===== src/rtl/ex_hazard_fwd_ctrl.sv =====
// ex_hazard_fwd_ctrl
// Hazard detection and operand-forwarding control for a 5-stage RISC-V pipe.
// It tracks the destination info of the instructions in ID/EX (slot E) and
// EX/MEM (slot M). From that it produces:
//   - registered forward selects for the EX operand muxes (rs1 -> forward_a,
//     rs2 -> forward_b), and
//   - combinational stall/bubble controls for load-use hazards and flushes.
//
// Ports:
//   clk, rst          pipeline clock, synchronous active-high reset
//   id_*              decoded fields of the instruction currently in ID
//   ex_flush          taken branch/jump in EX; kills the ID instruction
//   stall_out         hold PC and IF/ID this cycle
//   idex_bubble       ID/EX captures a NOP at the coming edge
//   forward_a/b       EX mux selects: 00 regfile, 01 MEM/WB, 10 EX/MEM
//   stall_count       saturating count of load-use stall cycles
module ex_hazard_fwd_ctrl #(
   parameter int REG_ADDR_W = 5,
   parameter int CNT_W      = 32
) (
   input  logic                  clk,
   input  logic                  rst,
   input  logic                  id_valid,
   input  logic [REG_ADDR_W-1:0] id_rs1,
   input  logic [REG_ADDR_W-1:0] id_rs2,
   input  logic                  id_use_rs1,
   input  logic                  id_use_rs2,
   input  logic [REG_ADDR_W-1:0] id_rd,
   input  logic                  id_regwrite,
   input  logic                  id_memread,
   input  logic                  ex_flush,
   output logic                  stall_out,
   output logic                  idex_bubble,
   output logic [1:0]            forward_a,
   output logic [1:0]            forward_b,
   output logic [CNT_W-1:0]      stall_count
);

   typedef struct packed {
      logic                  valid;
      logic [REG_ADDR_W-1:0] rd;
      logic                  regwrite;
      logic                  memread;
   } slot_t;

   localparam logic [1:0] FWD_RF  = 2'b00;
   localparam logic [1:0] FWD_WB  = 2'b01;
   localparam logic [1:0] FWD_MEM = 2'b10;

   slot_t e_q, m_q, e_nxt;
   logic  hazard;
   logic  e_load_rs1, e_load_rs2;

   // Two operand lanes share one select rule; lane 0 is rs1, lane 1 is rs2.
   logic [1:0][REG_ADDR_W-1:0] src;
   logic [1:0]                 use_src;
   logic [1:0][1:0]            fwd_nxt, fwd_q;

   assign src     = {id_rs2, id_rs1};
   assign use_src = {id_use_rs2, id_use_rs1};

   // A load still in E cannot feed the ID instruction yet; x0 never stalls.
   assign e_load_rs1 = id_use_rs1 && (id_rs1 == e_q.rd);
   assign e_load_rs2 = id_use_rs2 && (id_rs2 == e_q.rd);
   assign hazard     = id_valid && e_q.valid && e_q.memread && (e_q.rd != '0)
                       && (e_load_rs1 || e_load_rs2);

   // Flush wins: the ID instruction is dead, so there is nothing to hold.
   assign stall_out   = hazard && !ex_flush;
   assign idex_bubble = hazard || ex_flush;

   always_comb begin
      e_nxt = '0;
      if (!idex_bubble && id_valid) begin
         e_nxt.valid    = 1'b1;
         e_nxt.rd       = id_rd;
         e_nxt.regwrite = id_regwrite;
         e_nxt.memread  = id_memread;
      end
   end

   // Selects are computed against the slots as they will look once the ID
   // instruction reaches EX: today's E becomes EX/MEM, today's M becomes
   // MEM/WB. Checking E first makes the newest producer win.
   for (genvar op = 0; op < 2; op++) begin : g_fwd
      always_comb begin
         fwd_nxt[op] = FWD_RF;
         if (idex_bubble || !id_valid || !use_src[op] || (src[op] == '0))
            fwd_nxt[op] = FWD_RF;
         else if (e_q.valid && e_q.regwrite && (e_q.rd == src[op]))
            fwd_nxt[op] = FWD_MEM;
         else if (m_q.valid && m_q.regwrite && (m_q.rd == src[op]))
            fwd_nxt[op] = FWD_WB;
      end
   end

   always_ff @(posedge clk) begin
      if (rst) begin
         e_q         <= '0;
         m_q         <= '0;
         fwd_q       <= '0;
         stall_count <= '0;
      end else begin
         m_q   <= e_q;
         e_q   <= e_nxt;
         fwd_q <= fwd_nxt;
         if (stall_out && (stall_count != '1))
            stall_count <= stall_count + 1'b1;
      end
   end

   assign forward_a = fwd_q[0];
   assign forward_b = fwd_q[1];

endmodule


===== config.mk =====
export PLATFORM = sky130hd
export DESIGN_NAME = ex_hazard_fwd_ctrl
export DESIGN_NICKNAME = d
export VERILOG_FILES = /design/src/rtl/ex_hazard_fwd_ctrl.sv
export SDC_FILE = /design/constraint.sdc
export NUM_CORES = 1
export LEC_CHECK = 0
export CAP_MARGIN = 15
export CORE_MARGIN = 1.5
export CORE_UTILIZATION = 55
export CTS_BUF_LIST = sky130_fd_sc_hd__clkbuf_8
export CTS_CLUSTER_DIAMETER = 150
export DETAILED_ROUTE_END_ITERATION = 10
export PLACE_DENSITY = 0.87
export SYNTH_ARGS = -nofsm -noshare
export SYNTH_HDL_FRONTEND = slang
export SYNTH_SLANG_ARGS = --single-unit

===== constraint.sdc =====
create_clock -name clk -period 4.12 [get_ports clk]
set_input_delay 0.824 -clock clk [delete_from_list [all_inputs] [get_ports clk]]
set_output_delay 0.824 -clock clk [all_outputs]
set_load 0.01 [all_outputs]

After elaboration in Yosys (flattened, before gate mapping)
Cells that the tools add are included.
Widths: inputs -> output; s select.
{ "classes": {"addsub": 1, "n_eq_ne": 7, "n_mux": 5, "bitwise_logic": 1, "n_reduce_logical": 35} }
{ "op_table": {"columns": ["cell", "count"], "rows": [
  ["$add 32x1->32 const B", 1],
  ["$ne 32x32->1 const B", 1],
  ["$eq 5x5->1", 6],
  ["$logic_and 1x1->1", 15],
  ["$logic_not 5->1", 2],
  ["$mux 8", 1],
  ["$logic_or 1x1->1", 7],
  ["$reduce_or 2->1", 3],
  ["$reduce_or 3->1", 2],
  ["$logic_not 1->1", 5],
  ["$reduce_bool 5->1", 1],
  ["$mux 2", 2],
  ["$mux 1", 2],
  ["$not 1->1", 1]
]} }
{ "word_totals": {"register_bits": 51, "inputBits": 23, "output_inout_bits": 38, "word_cells": 61} }

Depth between registers and ports, before layout
{ "depth": {"word_depth": 9, "depth_mapped": 8, "mapped_depth_nobuf": 7} }

Worst setup path before layout
OpenSTA, ideal clock, no wires.
{ "synth_path": {"path_type": "input to output", "from": "input port id_rs1[2]", "to": "output port stall_out", "arrival_ns": 1.717, "required_ns": 3.296, "path_slack_ns": 1.579, "stages": 6, "n_path_buf": 1, "cell_sequence": "xor2_1 -> nor3_2 -> a32o_2 -> nand2_1 -> buf_6 -> inv_1"} }
{ "synth_between": {"elab_chain_cells": 5} }
{ "synth_lines": {"columns": ["item", "line_no", "source"], "rows": [
  ["start, declared", "24", "input logic [REG_ADDR_W-1:0] id_rs1,"],
  ["$eq 5x5->1", "63", "assign e_load_rs1 = id_use_rs1 && (id_rs1 == e_q.rd);"],
  ["$logic_and 1x1->1", "63", null],
  ["$logic_or 1x1->1", "66", "&& (e_load_rs1 || e_load_rs2);"],
  ["$logic_and 1x1->1", "66", null],
  ["$logic_and 1x1->1", "69", "assign stall_out = hazard && !ex_flush;"],
  ["end, declared", "32", "output logic stall_out,"]
]} }
No other way between the ends.

Final worst setup path
{ "layout_path": {"from": "input port id_rs2[2]", "to": "output port idex_bubble"} }
{ "layout_between": {"elab_chain_cells": 5} }
{ "layout_lines": {"columns": ["item", "line_no", "source"], "rows": [
  ["start, declared", "25", "input logic [REG_ADDR_W-1:0] id_rs2,"],
  ["$eq 5x5->1", "64", "assign e_load_rs2 = id_use_rs2 && (id_rs2 == e_q.rd);"],
  ["$logic_and 1x1->1", "64", null],
  ["$logic_or 1x1->1", "66", null],
  ["$logic_and 1x1->1", "66", null],
  ["$logic_or 1x1->1", "70", "assign idex_bubble = hazard || ex_flush;"],
  ["end, declared", "33", "output logic idex_bubble,"]
]} }
No other way between the ends.

==> out/qor_table.md <==
| Stage | Result | Reported |
| --- | --- | --- |
| outcome | Result of the run | finished clean |
| clock network | Number of buffers added to fix hold violations after cts | 0 |
| routing | Final antenna-violating net count | 0 |
| global route | Global router's overall resource usage | 24.6% |
| power | Part of the power in combinational logic | 6.5% |
| run | Number of max-capacitance violations reported | 0 |
| timing | Max-Slew Margin vs Limit | 56.4% |
| clock network | CTS clock-pin slew for the worst setup and hold paths | 90 ps |
| global route | Number of antenna violations at the first check in global routing | 0 |
| die | Die Span Y | 72.3 um |
| placed design | DPL Wire Length | 4470 um |
| timing | Hold WS | 465 ps |
| routing | Via count | 2,452 |
| worst setup path | CP dominant cell by count | sky130_fd_sc_hd__clkdlybuf4s50_1 |
| timing | Highest Clock Rate | 0.282 GHz |
| routing | Average detailed-routed wire length per instance | 15.3 um |
| die | Cell row count | 25 |
| die | Starting Density | 56.7% |
| worst setup path | Highest-delay cell along the critical path | sky130_fd_sc_hd__clkdlybuf4s50_1 |
| global route | Via count of the first global-routing pass | 2,215 |
| placed design | Placed cell areas | 3240 um2 |
| worst setup path | Type of the worst setup path | in -> out |
| logic synthesis | Seq cells post-synth | 51 |
| logic synthesis | Warnings from Yosys | 0 |
| clock network | Number of sinks driven by the clock tree | 51 |
| die | Total I/O pin count | 61 |
| timing | Final hold vios | 0 |
| logic synthesis | Number of enable-type register cells in the synthesized netlist | 0 |
| logic synthesis | Sequential share of the synthesized area | 38.6% |
| global route | Maximum number of pins on one net before global-route repair | 38 |
| power | Register share of total power | 55.7% |
| power | Internal portion of total power | 705 uW |
| power | Pwr dens | 268 nW/um2 |
| clock network | CTS H-Tree Depth | 2 |
| die | Area of the die | 5230 um2 |
| global route | Wire length of the first global-routing pass | 10,200 um |
| clock network | Number of buffers on the longest clock path | 2 |
| routing | Routed WL | 6230 um |
| routing | Post-route DRC | 0 |
| worst setup path | Sort of element at the end of the critical path | output pin |
| logic synthesis | Async S/R FF share, synth | 0% |
| power | Static leakage | 1.20 nW |
| timing | Clk_skew | 4.19 ps |
| final layout | Syn-to-layout area delta | 26.7% |
| routing | Number of detailed-route iterations in the first pass | 4 |
| clock network | Post-cts sizing count | 0 |
| worst setup path | CP Data Required Time | 3300 ps |
| timing | Total count of max-transition violations in the final report | 0 |
| power | Net switching fraction of the power | 21.4% |
| logic synthesis | Mean instance size in the synthesized netlist | 8.87 um2 |
| routing | Vias per Instance | 6.01 |
| logic synthesis | Synth Flop Type | sky130_fd_sc_hd__dfxtp_1 |
| timing | Unrepaired setup endpoints after global routing | false |
| clock network | TritonCTS clock tree | yes |
| worst setup path | Peak per-stage delay on the critical path | 520 ps |
| clock network | Worst-skew pair later-pin latency | 300 ps |
| worst setup path | Worst endpoint data arrival time | 2720 ps |
| logic synthesis | Syn Std Cell Area | 2640 um2 |
| final layout | Total inserted antenna cells | 0 |
| die | Horiz. Die Dim | 72.3 um |
| power | Switching pwr | 192 uW |
| global route | Leftover overflow at the end of global routing | 0 |
| routing | Highest metal layer used by the detailed router | met4 |
| final layout | Fraction of final layout cells with drive strength greater than 1 | 6.78% |
| timing | Post-route setup TNS | 0 ps |
| timing | Pin slew with the least headroom to its limit | 652 ps |
| placed design | I/O Buffers | 60 |
| power | Peak ir drop on the vdd network | 0.223 mV |
| routing | Detailed-routed wire length on met2 | 2950 um |
| logic synthesis | Post-Synthesis Cells | 298 |
| worst setup path | Critical Path Fanout Max | 6 |
| clock network | Root Buffer Master | sky130_fd_sc_hd__clkbuf_8 |
| routing | DRT iter0 DRCs | 123 |
| logic synthesis | Count of cell types in the netlist | 46 |
| logic synthesis | Syn nets | 322 |
| placed design | Final Wtd Congestion | 0.852 |
| worst setup path | Series of cell instances along the critical path | clkdlybuf4s50_1 > xor2_1 > nor3_1 > a32o_2 > a21oi_1 > inv_1 > clkdlybuf4s50_1 |
| clock network | TritonCTS buffer count | 5 |
| final layout | Nets | 378 |
| clock network | Buffers inserted by post-CTS timing repair | 0 |
| power | Clock power share | 37.7% |
| final layout | Post-route cell area | 3350 um2 |
| worst setup path | Kind of launch point of the worst setup path | primary input |
| die | Floorplan Core Area | 4660 um2 |
| routing | Met3 layer wire length in the routed design | 353 um |
| timing | Share of the cycle needed by the critical path after routing | 86.1% |
| final layout | Final core utilization | 71.8% |
| timing | Count of endpoints failing setup in the final report | 0 |
| routing | Routed length on met1 | 2860 um |
| timing | Period minus WS final | 3550 ps |
| min path | HP Class | reg -> reg |
## flip-flops by register name (all words and copies together), names as in the netlist
| register | flops |
|---|---|
| forward_a | 2 |
| e_q | 8 |
| stall_count | 32 |
| m_q | 7 |
| forward_b | 2 |
## metrics by stage
| stage | std cells | power (mW) | worst slack [ps] |
|---|---|---|---|
| after CTS | 408 | 0.901 | 593 |
| after detailed placement | 401 | 0.570 | 596 |
| final | 408 | 0.897 | 571 |
| after global routing | 408 | 0.926 | 444 |
| after floorplan | 298 | 0.536 | 1580 |
| after global placement | 401 | 0.569 | 604 |
## worst max-delay path, delay by kind of cell
family / cells / cell delay (ps)
buf+inv: 3 / 1050
simple gates: 1 / 270
xor+xnor: 1 / 170
compound gates: 2 / 400
## layout by cell type (no fill, tap or decap), drive strengths merged, types with 14 or more instances in the layout
cell,instances
nand2,15
clkdlybuf4s50,60
o21ai,18
nor2b,15
nand4,14
dfxtp,51
xor2,20
or3,15
nand3,14
a21oi,25
nor2,16
## power groups by stage
stage                     clock (mW)  sequential [mW]  combinational, mW
final                          0.338            0.500             0.0586
after global routing           0.362            0.500             0.0635
after CTS                      0.342            0.500             0.0587
after detailed placement           0            0.511             0.0582
after global placement             0            0.511             0.0576
after floorplan                    0            0.510             0.0261
## cell type report
type | instances | area, um2
Inverter | 4 | 15.0
Tap cell | 54 | 67.6
Clock buffer | 5 | 68.8
Timing Repair Buffer | 63 | 623
Fill cell | 345 | 1310
Multi-Input combinational cell | 229 | 1520
Clock inverter | 2 | 37.5
Sequential cell | 51 | 1020
## kinds of logic after synthesis
logic type | count (synthesis) | share of synthesized area, %
flops | 51 | 38.6
xor+xnor | 23 | 7.62
mux | 8 | 3.36
simple gates | 144 | 33.9
compound gates | 53 | 11.9
fa+ha+maj | 1 | 0.473
buf+inv | 18 | 4.02
## Yosys cell counts (3+ instances only)
cell type / number / area, um2
sky130_fd_sc_hd__a21oi_1: 25 / 125
sky130_fd_sc_hd__and2_1: 10 / 62.6
sky130_fd_sc_hd__and3_1: 10 / 62.6
sky130_fd_sc_hd__and4_1: 4 / 35.0
sky130_fd_sc_hd__buf_6: 4 / 45.0
sky130_fd_sc_hd__clkbuf_1: 6 / 22.5
sky130_fd_sc_hd__dfxtp_1: 51 / 1020
sky130_fd_sc_hd__inv_1: 3 / 11.3
sky130_fd_sc_hd__mux2_1: 7 / 78.8
sky130_fd_sc_hd__nand2_1: 15 / 56.3
sky130_fd_sc_hd__nand3_1: 11 / 55.1
sky130_fd_sc_hd__nand3_2: 3 / 30.0
sky130_fd_sc_hd__nand4_1: 13 / 81.3
sky130_fd_sc_hd__nor2_1: 16 / 60.1
sky130_fd_sc_hd__nor2b_1: 15 / 93.8
sky130_fd_sc_hd__nor3_1: 5 / 25.0
sky130_fd_sc_hd__nor4_1: 4 / 25.0
sky130_fd_sc_hd__o21ai_0: 6 / 30.0
sky130_fd_sc_hd__o21ai_1: 12 / 60.1
sky130_fd_sc_hd__o31ai_1: 6 / 45.0
sky130_fd_sc_hd__or3_1: 15 / 93.8
sky130_fd_sc_hd__or4_1: 9 / 67.6
sky130_fd_sc_hd__xnor2_1: 3 / 26.3
sky130_fd_sc_hd__xor2_1: 20 / 175
## worst paths after layout
path / end / from / slack [ps] / cells past startpoint
worst min register to register: forward_b[0] / m_q[1] / 460 / 2
worst max-delay path: idex_bubble / id_rs2[2] / 570 / 7
worst max register to register: stall_count[25] / stall_count[15] / 1890 / 6
worst min-delay path: forward_b[0] / m_q[1] / 460 / 2
## routing by layer
layer  vias up  track usage, %
li1       1203               -
met1      1169            33.4
met2        74            39.7
met3         6            5.00
met4         0            7.55
met5         -               0
(Power assumes the default switching activity.)
